### src/rtl/nbits_up_counter_pkg.sv
// Shared constants and load-source encoding
// for the push-button up-counter.
package counter_pkg;

    localparam int N_DEFAULT = 6;
    localparam int DISP_W    = 6;

    localparam int BTN_INC  = 0;
    localparam int BTN_NUM1 = 1;
    localparam int BTN_NUM2 = 2;
    localparam int BTN_NUM3 = 3;

    typedef enum logic [2:0] {
        SRC_NONE,
        SRC_NUM1,
        SRC_NUM2,
        SRC_NUM3,
        SRC_INC
    } src_e;

endpackage

### src/rtl/nbits_up_counter_if.sv
// Button inputs and counter/display outputs
// grouped for the up-counter.
interface nbits_up_counter_if #(
    parameter int n = 6
);

    logic         inc;
    logic         num1;
    logic         num2;
    logic         num3;
    logic [n-1:0] count;
    logic         ovf;
    logic [6:0]   segA;
    logic [6:0]   segB;

    modport master (
        output inc, num1, num2, num3,
        input  count, ovf, segA, segB
    );

    modport slave (
        input  inc, num1, num2, num3,
        output count, ovf, segA, segB
    );

endinterface

### src/rtl/bcd_6bits.sv
// 6-bit binary to two-digit decimal
// 7-segment decoder (active-high, gfedcba).
module bcd_6bits (
    input  logic [5:0] bits,
    output logic [6:0] segA,
    output logic [6:0] segB
);

    logic [5:0] tens;
    logic [5:0] units;

    function automatic logic [6:0] seg7(
        input logic [3:0] d
    );
        case (d)
            4'd0:    seg7 = 7'h3F;
            4'd1:    seg7 = 7'h06;
            4'd2:    seg7 = 7'h5B;
            4'd3:    seg7 = 7'h4F;
            4'd4:    seg7 = 7'h66;
            4'd5:    seg7 = 7'h6D;
            4'd6:    seg7 = 7'h7D;
            4'd7:    seg7 = 7'h07;
            4'd8:    seg7 = 7'h7F;
            4'd9:    seg7 = 7'h6F;
            default: seg7 = 7'h00;
        endcase
    endfunction

    assign tens  = bits / 6'd10;
    assign units = bits % 6'd10;

    assign segA = seg7(tens[3:0]);
    assign segB = seg7(units[3:0]);

endmodule

### src/rtl/nbits_up_counter_adder.sv
// Ripple-carry adder built from a chain
// of full adders; purely combinational.
module n_bits_adder #(
    parameter int n = 6
) (
    input  logic [n-1:0] a,
    input  logic [n-1:0] b,
    input  logic         cin,
    output logic [n-1:0] s,
    output logic         cout
);

    logic [n:0] c;

    assign c[0] = cin;

    for (genvar i = 0; i < n; i++) begin : g_fa
        assign s[i]   = a[i] ^ b[i] ^ c[i];
        assign c[i+1] = (a[i] & b[i])
                      | (c[i] & (a[i] ^ b[i]));
    end

    assign cout = c[n];

endmodule

### src/rtl/nbits_up_counter.sv
// Button-driven up-counter with preset loads,
// wrap overflow pulse and decimal display.
module nbits_up_counter
    import counter_pkg::*;
#(
    parameter int n = N_DEFAULT
) (
    input  logic            clk,
    input  logic            reset,
    nbits_up_counter_if.slave bus
);

    localparam logic [n-1:0] MID =
        {1'b1, {(n-1){1'b0}}};
    localparam logic [n-1:0] TOP_M1 =
        {{(n-1){1'b1}}, 1'b0};
    localparam logic [n-1:0] ONE =
        {{(n-1){1'b0}}, 1'b1};

    logic [3:0]      btn;
    logic [3:0]      pulse;
    src_e            src;
    logic [n-1:0]    count_q, count_d;
    logic            ovf_q, ovf_d;
    logic [n-1:0]    sum;
    logic            cout;
    logic [DISP_W-1:0] disp;

    assign btn[BTN_INC]  = bus.inc;
    assign btn[BTN_NUM1] = bus.num1;
    assign btn[BTN_NUM2] = bus.num2;
    assign btn[BTN_NUM3] = bus.num3;

    // Two-flop synchroniser plus previous-level
    // flop gives one pulse per rising press.
    for (genvar i = 0; i < 4; i++) begin : g_btn
        logic s1_q, s2_q, p_q;

        always_ff @(posedge clk or posedge reset) begin
            if (reset) begin
                s1_q <= 1'b0;
                s2_q <= 1'b0;
                p_q  <= 1'b0;
            end else begin
                s1_q <= btn[i];
                s2_q <= s1_q;
                p_q  <= s2_q;
            end
        end

        assign pulse[i] = s2_q & ~p_q;
    end

    always_comb begin
        src = SRC_NONE;
        priority case (1'b1)
            pulse[BTN_NUM1]: src = SRC_NUM1;
            pulse[BTN_NUM2]: src = SRC_NUM2;
            pulse[BTN_NUM3]: src = SRC_NUM3;
            pulse[BTN_INC]:  src = SRC_INC;
            default:         src = SRC_NONE;
        endcase
    end

    n_bits_adder #(.n(n)) u_add (
        .a    (count_q),
        .b    (ONE),
        .cin  (1'b0),
        .s    (sum),
        .cout (cout)
    );

    always_comb begin
        count_d = count_q;
        ovf_d   = 1'b0;
        case (src)
            SRC_NUM1: count_d = '0;
            SRC_NUM2: count_d = MID;
            SRC_NUM3: count_d = TOP_M1;
            SRC_INC: begin
                count_d = sum;
                ovf_d   = cout;
            end
            default: count_d = count_q;
        endcase
    end

    always_ff @(posedge clk or posedge reset) begin
        if (reset) begin
            count_q <= '0;
            ovf_q   <= 1'b0;
        end else begin
            count_q <= count_d;
            ovf_q   <= ovf_d;
        end
    end

    assign bus.count = count_q;
    assign bus.ovf   = ovf_q;
    assign disp      = DISP_W'(count_q);

    bcd_6bits u_bcd (
        .bits (disp),
        .segA (bus.segA),
        .segB (bus.segB)
    );

endmodule

### src/flat_wrapper.sv
// flat-port wrapper written by rule: the top's interface ports become plain ports
module nbits_up_counter_flat import counter_pkg::*;
#(
    parameter int n = N_DEFAULT
)
  (clk, reset, bus_inc, bus_num1, bus_num2, bus_num3, bus_count, bus_ovf, bus_segA, bus_segB);
  nbits_up_counter_if #(.n(n)) bus_i ();
  input  logic clk;
  input  logic reset;
  input wire logic [$bits(bus_i.inc)-1:0] bus_inc;
  input wire logic [$bits(bus_i.num1)-1:0] bus_num1;
  input wire logic [$bits(bus_i.num2)-1:0] bus_num2;
  input wire logic [$bits(bus_i.num3)-1:0] bus_num3;
  output wire logic [$bits(bus_i.count)-1:0] bus_count;
  output wire logic [$bits(bus_i.ovf)-1:0] bus_ovf;
  output wire logic [$bits(bus_i.segA)-1:0] bus_segA;
  output wire logic [$bits(bus_i.segB)-1:0] bus_segB;
  assign bus_i.inc = bus_inc;
  assign bus_i.num1 = bus_num1;
  assign bus_i.num2 = bus_num2;
  assign bus_i.num3 = bus_num3;
  assign bus_count = bus_i.count;
  assign bus_ovf = bus_i.ovf;
  assign bus_segA = bus_i.segA;
  assign bus_segB = bus_i.segB;
  nbits_up_counter #(.n(n)) u_core (.clk(clk), .reset(reset), .bus(bus_i));
endmodule
### config.mk
export PLATFORM = sky130hd
export DESIGN_NAME = nbits_up_counter_flat
export DESIGN_NICKNAME = d
export VERILOG_FILES = /design/src/rtl/nbits_up_counter_pkg.sv /design/src/rtl/nbits_up_counter_if.sv /design/src/rtl/bcd_6bits.sv /design/src/rtl/nbits_up_counter_adder.sv /design/src/rtl/nbits_up_counter.sv /design/src/flat_wrapper.sv
export SDC_FILE = /design/constraint.sdc
export NUM_CORES = 1
export LEC_CHECK = 0
export ABC_CLOCK_PERIOD_IN_PS = 3350
export CAP_MARGIN = 20
export CELL_PAD_IN_SITES_DETAIL_PLACEMENT = 1
export CELL_PAD_IN_SITES_GLOBAL_PLACEMENT = 2
export CORE_AREA = 3 3 71 73
export CTS_CLUSTER_DIAMETER = 50
export DETAILED_ROUTE_END_ITERATION = 10
export DIE_AREA = 0 0 74 76
export HOLD_SLACK_MARGIN = 0.1
export PLACE_DENSITY_LB_ADDON = 0.05
export SLEW_MARGIN = 5
export SYNTH_ARGS = -nofsm -noshare
export SYNTH_HDL_FRONTEND = slang
export SYNTH_SLANG_ARGS = --single-unit
### constraint.sdc
create_clock -name clk -period 3.35 [get_ports clk]
set_clock_uncertainty 0.2 [all_clocks]
set_input_delay 0.5025 -clock clk [delete_from_list [all_inputs] [get_ports clk]]
set_output_delay 0.5025 -clock clk [all_outputs]
set_load 0.01 [all_outputs]
== Word level (Yosys, flattened, before mapping) ==
Memories as Yosys holds them, arrays and structs flattened.
Cells that the tools add are included.
Cells by class
  add/sub/neg operators: 0
  $mul: 0
  divide/modulo/power cells: 2
  order comparisons: 0
  equality and inequality tests: 4
  shift-type cells: 0
  muxes and demuxes: 6
  bitwise logic cells: 19
  reduce and logical (&&, ||, !) cells: 1
Operators by type and width (count)
  one-hot mux 6 bit (4 select lines): 1
  2-to-1 mux 3 bit: 4
  AND 1 bit: 9
  divider 6 x 4 -> 6 bit (second input constant): 1
  == test 3 x 2 -> 1 bit (second input constant): 2
  remainder unit 6 x 4 -> 6 bit (second input constant): 1
  NOT 1 bit: 5
  bitwise XOR 1 bit: 5
  nonzero test 4 bit: 1
  == test 3 x 1 -> 1 bit (second input constant): 1
  == test 3 bit (second input constant): 1
  2-to-1 mux 1 bit: 1
Storage, ports and cells
  register bits: 19
  bits in latches: 0
  RAM bits: 0
  memory bits (read-only): 224
  output and inout bits: 21
  logic and storage cells: 48
  memories kept: 2
Memory list
  (no name shown): words 16, width 7, read ports 1, clocked after Yosys merged registers in 0, write ports 0, RTL line bcd_6bits.sv:15  | case (d)
  (no name shown): words 16, width 7, read ports 1, clocked after Yosys merged registers in 0, write ports 0, RTL line bcd_6bits.sv:15

== Logic depth before layout (Yosys ltp) ==
Gate-level depths: netlist (run 1).
  depth after elaboration: 8
  gate-level depth with buffers: 12

== Modules after synthesis ==
Synthesis (run 1) repeated with hierarchy kept, for this count alone.
Unflattened totals
  cell total of the unflattened synthesis: 156
  area, all modules: 1579.0 um2
Modules (own cells, without submodules)
  bcd_6bits: times used 1, cells an instance 96, area an instance 755.7 um2, seq. area each 0.0 um2
  nbits_up_counter: times used 1, cells an instance 44, area an instance 665.6 um2, seq. area each 475.5 um2
  n_bits_adder: times used 1, cells an instance 16, area an instance 157.7 um2, seq. area each 0.0 um2

== Worst setup path before layout (run 1) ==
OpenSTA, ideal clock, no wires.
  path type: reg2out
  from: register u_core.count_q[4], in the netlist u_core.bus.count[4]
  to: output port bus_segB[0]
  arrival time: 2.496 ns
  required time: 2.647 ns
  slack: 0.151 ns
  stages on the path, launching flop included: 12
  path buffers: 0
  cells stage by stage: dfrtp_1 -> inv_1 -> ha_1 -> and2b_2 -> o21ai_0 -> a21oi_2 -> inv_2 -> ha_1 -> and2b_2 -> a211oi_4 -> o21ai_0 -> a21boi_1
On the way
  longest elaborated chain between the ends: 2
RTL lines
  from (decl): RTL line nbits_up_counter.sv:23  | logic [n-1:0] count_q, count_d;
  from (signal assigned): RTL line nbits_up_counter.sv:93  | count_q <= count_d;
  remainder unit 6 x 4 -> 6 bit: RTL line bcd_6bits.sv:31  | assign units = bits % 6'd10;
  memory (16 x 7 bit)
  to (decl): RTL line flat_wrapper.sv:17  | output wire logic [$bits(bus_i.segB)-1:0] bus_segB;
No other way between the ends.

== Worst setup path after layout (run 1) ==
Same ends and word-level chain as after synthesis.

==> results of run 1 <==
per-layer routing:
| metal | GRT usage [%] | wire length [microns] | share of wire (%) | vias up |
|---|---|---|---|---|
| li1 | - | - | - | 604 |
| met4 | 4.53 | 63 | 1.7 | 0 |
| met3 | 1.45 | 73 | 2.0 | 7 |
| met5 | 0 | 0 | 0 | - |
| met2 | 23.1 | 1880 | 51 | 18 |
| met1 | 19.1 | 1660 | 45 | 604 |
worst max-delay path, delay by kind of cell, from the launching register on:
| family | cells | cell delay [ns] |
|---|---|---|
| simple gates | 2 | 0.28 |
| fa+ha+maj | 1 | 0.21 |
| compound gates | 4 | 0.92 |
| buf+inv | 5 | 0.61 |
| flops | 1 | 0.41 |
metrics by stage:
step	cells	instance area (sq um)	worst slack, ns	total power (uW)	hold slack, ns
3_5_place_dp	235	1800	-0.211	888	0.140
3_3_place_gp	235	1800	-0.0904	867	0.134
4_1_cts	247	1930	-0.114	1080	0.157
6_report	248	1990	-0.0438	1120	0.153
5_1_grt	248	1990	-0.220	1210	0.169
2_1_floorplan	143	1370	0.151	586	0.131
layout make-up:
class                   instances  share of cell area (%)
flip-flops and latches         19                    23.9
repair buffers                 54                    22.1
clock buffers                   4                    2.26
inverters                      11                    2.07
multi-input cells             108                    46.5
well taps                      52                    3.26
state kept, by name, indices dropped and copies added (netlist names):
register	flops
u_core.g_btn.s1_q	4
u_core.bus.count	6
u_core.bus.ovf	1
u_core.g_btn.p_q	4
u_core.g_btn.s2_q	4
kinds of logic after synthesis:
family | after synthesis | synth area share, %
multiplexers | 5 | 3.64
XOR/XNOR | 2 | 1.28
adder cells (fa/ha/maj) | 18 | 16.4
buffers and inverters | 16 | 6.01
AO/OA/AOI/OAI | 42 | 20.9
flip-flops | 19 | 34.6
AND/OR/NAND/NOR | 41 | 17.2
final timing paths:
path,start,to,slack [ns],cells after the start
worst max-delay path,u_core.bus.count[4]$_DFFE_PP0P_,bus_segB[0],-0.04,12
min in group asynchronous,reset,u_core.bus.ovf$_DFF_PP0_,0.45,2
worst max register to register,u_core.bus.count[1]$_DFFE_PP0P_,u_core.bus.count[5]$_DFFE_PP0P_,1.17,7
worst min-delay path,u_core.g_btn[2].s1_q$_DFF_PP0_,u_core.g_btn[2].s2_q$_DFF_PP0_,0.15,0
worst min register to register,u_core.g_btn[2].s1_q$_DFF_PP0_,u_core.g_btn[2].s2_q$_DFF_PP0_,0.15,0
max in group asynchronous,reset,u_core.bus.count[2]$_DFFE_PP0P_,2.07,2
placed cells by master, fill, tap and decap left out, types with 3 or more instances in the layout:
| cell | count |
|---|---|
| sky130_fd_sc_hd__buf_4 | 25 |
| sky130_fd_sc_hd__dfrtp_1 | 19 |
| sky130_fd_sc_hd__mux2i_1 | 4 |
| sky130_fd_sc_hd__nor2_1 | 6 |
| sky130_fd_sc_hd__nand2b_1 | 3 |
| sky130_fd_sc_hd__ha_4 | 3 |
| sky130_fd_sc_hd__ha_1 | 15 |
| sky130_fd_sc_hd__a21oi_1 | 9 |
| sky130_fd_sc_hd__a21oi_2 | 3 |
| sky130_fd_sc_hd__o21ai_2 | 3 |
| sky130_fd_sc_hd__o21ai_0 | 8 |
| sky130_fd_sc_hd__o21a_1 | 3 |
| sky130_fd_sc_hd__clkbuf_8 | 3 |
| sky130_fd_sc_hd__buf_6 | 5 |
| sky130_fd_sc_hd__clkbuf_2 | 3 |
| sky130_fd_sc_hd__inv_2 | 3 |
| sky130_fd_sc_hd__inv_1 | 8 |
| sky130_fd_sc_hd__o21ai_1 | 4 |
| sky130_fd_sc_hd__nand2_1 | 10 |
| sky130_fd_sc_hd__clkdlybuf4s50_1 | 12 |
| sky130_fd_sc_hd__buf_2 | 5 |
power by group through the flow:
| stage | combinational, uW | clock [uW] | sequential (uW) |
|---|---|---|---|
| floorplan | 321 | 0 | 265 |
| global placement | 605 | 0 | 262 |
| detailed placement | 625 | 0 | 263 |
| CTS | 655 | 162 | 260 |
| global route | 780 | 171 | 263 |
| finish | 709 | 152 | 261 |
synth_stat cells, drive strengths merged:
cell | number | area share (%)
nor3 | 2 | 0.73
and4b | 1 | 1.0
and2 | 3 | 1.5
o21a | 3 | 1.6
xnor2 | 2 | 1.3
o31a | 1 | 0.64
nor2 | 6 | 1.6
and3 | 1 | 0.46
a32oi | 3 | 2.5
a21oi | 12 | 4.9
inv | 11 | 3.0
o21ai | 15 | 5.5
dfrtp | 19 | 35
a21o | 1 | 0.55
and2b | 4 | 2.4
or2 | 1 | 0.46
nor3b | 1 | 0.91
a41o | 1 | 0.82
ha | 18 | 16
nand2b | 5 | 2.3
nand2 | 11 | 3.0
buf | 4 | 2.7
a21boi | 1 | 0.55
o211a | 1 | 0.73
nand3b | 2 | 1.1
a22oi | 1 | 0.55
o21bai | 1 | 0.55
mux2i | 5 | 3.6
a211oi | 2 | 2.0
nor2b | 3 | 1.4
clkbuf | 1 | 0.27
nand3 | 1 | 0.36
timing repair:
item	CTS	global route
pin swaps	6	10
gates resized for setup	46	30
setup endpoints to repair	14	12
setup buffers	8	3
==> metrics.md, run 1 <==
| Metric | Value |
|---|---|
| Result of the run | `finished, violations left` |
| Failing checks | `setup timing` |
| Endpoint kind of the worst setup timing path | `primary output` |
| Least-Margin Pin Slew | `roughly 0.77 ns` |
| Insertion delay to the later sink of the worst-skew pair | `around 0.25 ns` |
| Number of clock buffers inserted by TritonCTS | `3` |
| Avg WL per Cell | `between 10 and 15 microns` |
| Initial drt markers | `40` |
| Pwr Density | `~560 nW/um^2` |
| Static power due to leakage | `about 0.00093 uW` |
| Part of the total power dissipated in sequential elements | `between 20% and 30%` |
| All-layer global routing usage | `around 14%` |
| Half-perimeter wire length after placement | `approximately 2700 microns` |
| Number of design rule violations left after detail routing | `0` |
| Max Cap Violations | `0` |
| Number of buffers inserted for hold repair after clock tree synthesis | `0` |
| Horiz. Die Dim | `~74 microns` |
| Count of warnings emitted by yosys | `0` |
| Die Y | `76 microns` |
| Aggregate negative setup slack | `-0.125 ns` |
| Clock share of power | `a little over an eighth` |
| Post-route core utilization | `45.2%` |
| Final ANT Viol Nets | `0` |
| Area of the mapped netlist | `between 1000 and 1500 sq um` |
| Via count of the first global-routing pass | `around 1.4k` |
| Top-Level Pins | `27` |
| Power Internal | `between 700 and 800 uW` |
| CP dominant cell by count | `sky130_fd_sc_hd__inv_2` |
| Post-synth cell types | `40` |
| Layout cell share with drive strength beyond 1 | `36.7%` |
| Setup crit start kind | `flop` |
| Endpoint required time on the critical path | `2.65 ns` |
| Register area share after synthesis | `about a third` |
| Port-buffer cells | `26` |
| Per-cell via count in the routed design | `roughly 5.0` |
| Pin count of the biggest net entering global routing | `20` |
| Initial cell density of the core | `31.1%` |
| Number of instances in the synthesized netlist | `143` |
| Worst slew slack as a fraction of its limit | `~49%` |
| Largest incremental delay on the critical path | `around 0.41 ns` |
| Flip-flop and latch count after synthesis | `19` |
| Maximum fanout encountered on the critical timing path | `5` |
| Final worst setup slack | `-0.0438 ns` |
| Comb power frac | `between 60% and 70%` |
| Clock tree from TritonCTS | `built` |
| Number of filler instances in the final layout | `about 530` |
| Number of slew-limit violations in the final report | `0` |
| Clock net sink count | `19` |
| Depth of the CTS H-tree | `1` |
| Highest Clock Rate | `0.295 GHz` |
| Post-route fraction of the period consumed by the critical path | `101%` |
| Final-report setup violation count | `4` |
| Global-route wire length before repair | `6420 microns` |
| Global placement routability congestion | `around 0.73` |
| Core ar. | `roughly 4400 sq um` |
| Mean instance size in the synthesized netlist | `roughly 9.6 sq um` |
| Antenna fix cells | `0` |
| Initial antenna violation count | `0` |
| Root Buffer | `sky130_fd_sc_hd__clkbuf_8` |
| Bufs on Longest Clock Path | `2` |
| Switching power total | `421 uW` |
| Multi-input logic area | `926 sq um` |
| Class of the most critical setup path | `flop to primary output` |
| Post-synthesis net count | `roughly 170` |
| Die area | `about 5600 sq um` |
| Switching power share of the total | `a little under two fifths` |
| Residual overflow from global routing | `0` |
| Minimum period implied by the final worst setup slack | `3.39 ns` |
| Critical Path, Cell by Cell | `inv_2, ha_4, o31a_1, a21oi_2, inv_2, buf_6, and4b_4, a211oi_4, buf_4, nand3b_1, a21boi_1, buf_2` |
| Path category of the worst min-delay check | `flop to flop` |
| Critical path arrival | `between 2 and 3 ns` |
| Iteration count of the initial detailed-routing pass | `4` |
| Clock edge transition at the registers on the reported setup and hold paths | `roughly 0.060 ns` |
| Number of hold violations in the final report | `0` |
| Detailed-route wire length | `approximately 3700 microns` |
| Maximum VDD drop | `292 uV` |
| Via count | `between 1k and 1.5k` |
| Slowest CP cell | `sky130_fd_sc_hd__dfrtp_1` |
| Storage element area | `between 400 and 500 sq um` |
| Final #Nets | `221` |
| RSZ-0062 raised after global routing | `true` |
| Row count | `24` |
| Area added between synthesis and finish | `45.1%` |
Power figures use the tool's default switching activity.
==> run 2: changes to the inputs <==
- SKIP_CTS_REPAIR_TIMING: unset -> 1
==> run 2 against run 1 <==
- the run still ends with setup timing left
- final cell count fell by 1.6%
- worst hold slack is essentially flat
- sequential cell count unchanged
- final area shrank 2.7%
- first-iteration DRC count is 40% lower
- power decreased by 6.8%
- critical endpoint is now bus_segB[5]
- largest cell class unchanged
- largest power group unchanged
==> metrics.md, run 2 (same netlist as run 1, synthesis figures left out) <==
| Metric | Value |
|---|---|
| Result of the run | `finished, violations left` |
| Failing checks | `setup timing` |
| Via count | `1201 (-2.6%)` |
| All-layer global routing usage | `13.1% (-1.0 points)` |
| Max reg flops | `6 (unchanged)` |
| Final ANT Viol Nets | `0 (unchanged)` |
| Number of hold violations in the final report | `0 (unchanged)` |
| Cell Count Post-Placement | `235 (unchanged)` |
| Post-route fraction of the period consumed by the critical path | `105% (+4.0 points)` |
| Top library cells by usage in the layout, fill and taps aside | `sky130_fd_sc_hd__buf_4 (22), sky130_fd_sc_hd__dfrtp_1 (19), sky130_fd_sc_hd__ha_1 (16)` |
| Antenna fix cells | `0 (unchanged)` |
| Placement Cell Area | `1800 sq um (unchanged)` |
| Core ar. | `4410 sq um (unchanged)` |
| Startpoint of the tightest hold check path | `u_core.g_btn[2].s1_q$_DFF_PP0_` |
| Global-route wire length before repair | `5990 microns (-6.7%)` |
| Number of slew-limit violations in the final report | `0 (unchanged)` |
| Area added between synthesis and finish | `41.2%` |
| CP dominant cell by count | `sky130_fd_sc_hd__buf_4` |
| Worst-case hold path end point | `u_core.g_btn[2].s2_q$_DFF_PP0_` |
| Flop-to-flop setup slack | `1.16 ns (about the same)` |
| Final-report setup violation count | `5 (+1)` |
| Die area | `5620 sq um (unchanged)` |
| Via count of the first global-routing pass | `1286 (-5.4%)` |
| Largest incremental delay on the critical path | `0.40 ns (about the same)` |
| Final worst setup slack | `-0.179 ns (-0.135 ns)` |
| Pin count of the biggest net entering global routing | `20 (unchanged)` |
| Initial antenna violation count | `0 (unchanged)` |
| Clock net sink count | `19 (unchanged)` |
| Row count | `24 (unchanged)` |
| Maximum VDD drop | `291 uV (-0.54%)` |
| Endpoint kind of the worst setup timing path | `primary output` |
| Number of design rule violations left after detail routing | `0 (unchanged)` |
| Half-perimeter wire length after placement | `2700 microns (unchanged)` |
| Clock edge transition at the registers on the reported setup and hold paths | `0.06 ns (about the same)` |
| Crit-path leading delay family | `buffers and inverters` |
| Non-filler instance count after layout | `244 (-1.6%)` |
| Commonest non-fill, non-tap cell in the layout | `sky130_fd_sc_hd__buf_4` |
| Residual overflow from global routing | `0 (unchanged)` |
| Number of cells traversed by the worst hold path | `0 (unchanged)` |
| Bufs on Longest Clock Path | `2 (unchanged)` |
| Insertion delay to the later sink of the worst-skew pair | `0.25 ns (about the same)` |
| Static power due to leakage | `0.000936 uW (+0.53%)` |
| Path category of the worst min-delay check | `flop to flop` |
| Per-cell via count in the routed design | `4.92 (-1.0%)` |
| Critical Path, Cell by Cell | `inv_2, ha_4, and2b_2, o21ai_2, a21oi_2, inv_2, ha_2, and2b_2, a211oi_4, buf_4, buf_4, buf_4, a21oi_1, or2_1, clkbuf_2` |
| Top-Level Pins | `27 (unchanged)` |
| Horiz. Die Dim | `74 microns (unchanged)` |
| Worst slew slack as a fraction of its limit | `48.8% (-0.057 points)` |
| Worst flop-to-flop path endpoint | `u_core.bus.count[5]$_DFFE_PP0P_` |
| Slowest CP cell | `sky130_fd_sc_hd__dfrtp_1` |
| Class of the most critical setup path | `flop to primary output` |
| Initial drt markers | `24 (-40%)` |
| Setup crit start kind | `flop` |
| Initial cell density of the core | `31.1% (unchanged)` |
| Endpoint required time on the critical path | `2.65 ns (about the same)` |
| Maximum fanout encountered on the critical timing path | `4 (-1)` |
| Avg WL per Cell | `14.2 microns (-4.1%)` |
| Layout cell share with drive strength beyond 1 | `30.7% (-6.0 points)` |
| Clock tree from TritonCTS | `built` |
| Global placement routability congestion | `0.727 (unchanged)` |
| Die Y | `76 microns (unchanged)` |
| Depth of the most critical reg-to-reg path | `7 (unchanged)` |
| Buf/Inv on CP | `6 (+1)` |
| Root Buffer | `sky130_fd_sc_hd__clkbuf_8` |
| RSZ-0062 raised after global routing | `true` |
| Detailed-route wire length | `3470 microns (-5.7%)` |
| Number of clock buffers inserted by TritonCTS | `3 (unchanged)` |
| Minimum period implied by the final worst setup slack | `3.53 ns (+0.135 ns)` |
| Port-buffer cells | `26 (unchanged)` |
| Pwr Density | `539 nW/um^2 (-4.2%)` |
| Final #Nets | `217 (-1.8%)` |
| Fin Hold WS | `0.153 ns (+0.0000400 ns)` |
| Iteration count of the initial detailed-routing pass | `2 (-2)` |
| Least-Margin Pin Slew | `0.766 ns (+0.000850 ns)` |
| Total non-filler cell area in the finished layout | `1940 sq um (-2.7%)` |
| Highest Clock Rate | `0.283 GHz (-3.8%)` |
| Depth of the CTS H-tree | `1 (unchanged)` |
| Worst reg2reg path startpoint | `u_core.bus.count[1]$_DFFE_PP0P_` |
| Number of filler instances in the final layout | `532 (+1.3%)` |
| Max Cap Violations | `0 (unchanged)` |
| Critical path arrival | `2.83 ns (+0.14 ns)` |
==> run 2: cell types whose count changed in the layout (fill, tap and decap cells not counted), moves of 2 or more <==
cell	delta
sky130_fd_sc_hd__nand2b_1	+2
sky130_fd_sc_hd__dlygate4sd2_1	-2
sky130_fd_sc_hd__buf_6	-3
sky130_fd_sc_hd__dlymetal6s2s_1	+8
sky130_fd_sc_hd__buf_4	-3
sky130_fd_sc_hd__ha_4	-2
sky130_fd_sc_hd__nand2b_4	-2
sky130_fd_sc_hd__o21ai_1	-2
sky130_fd_sc_hd__buf_2	-3
==> run 2: worst max path at each step <==
stage                                    start     endpoint  depth (start not counted)
2_1_floorplan  u_core.bus.count[4]$_DFFE_PP0P_  bus_segB[0]                         11
3_3_place_gp   u_core.bus.count[3]$_DFFE_PP0P_  bus_segB[6]                         11
3_5_place_dp   u_core.bus.count[3]$_DFFE_PP0P_  bus_segB[6]                         10
4_1_cts        u_core.bus.count[3]$_DFFE_PP0P_  bus_segB[6]                         10
5_1_grt        u_core.bus.count[4]$_DFFE_PP0P_  bus_segB[5]                         15
6_report       u_core.bus.count[4]$_DFFE_PP0P_  bus_segB[5]                         15
==> run 2: layout make-up <==
class	instances	area, sq um	area share, %
clock buffers	4	45.0	2.32
inverters	11	41.3	2.13
multi-input cells	108	875	45.1
flip-flops and latches	19	475	24.5
well taps	52	65.1	3.35
repair buffers	50	438	22.6
==> run 2: per-layer routing <==
layer / part of all wire [%] / track usage (%) / wire (microns) / up-vias
met5: 0 / 0 / 0 / -
met4: 1.2 / 4.71 / 42 / 0
met3: 1.9 / 1.45 / 65 / 5
met2: 50 / 20.7 / 1750 / 16
met1: 47 / 18.1 / 1620 / 584
li1: - / - / - / 596
==> run 2: through the flow <==
| stage | TNS (ns) | worst slack (ns) | utilization [%] | power [uW] |
|---|---|---|---|---|
| after floorplan | 0 | 0.151 | - | 586 |
| after global placement | -0.472 | -0.0904 | 40.8 | 867 |
| after detailed placement | -1.22 | -0.211 | 40.8 | 888 |
| after CTS | -5.02 | -0.513 | 41.8 | 1050 |
| after global routing | -1.58 | -0.350 | 43.9 | 1130 |
| final | -0.473 | -0.179 | 43.9 | 1050 |
==> run 2: power by group <==
group | switching, uW | leakage (uW) | total [uW] | internal (uW)
registers | 16.2 | 0.000230 | 261 | 244
clock network | 68.6 | 0.0000228 | 153 | 84.4
logic | 308 | 0.000683 | 633 | 325
total | 393 | 0.000936 | 1050 | 653
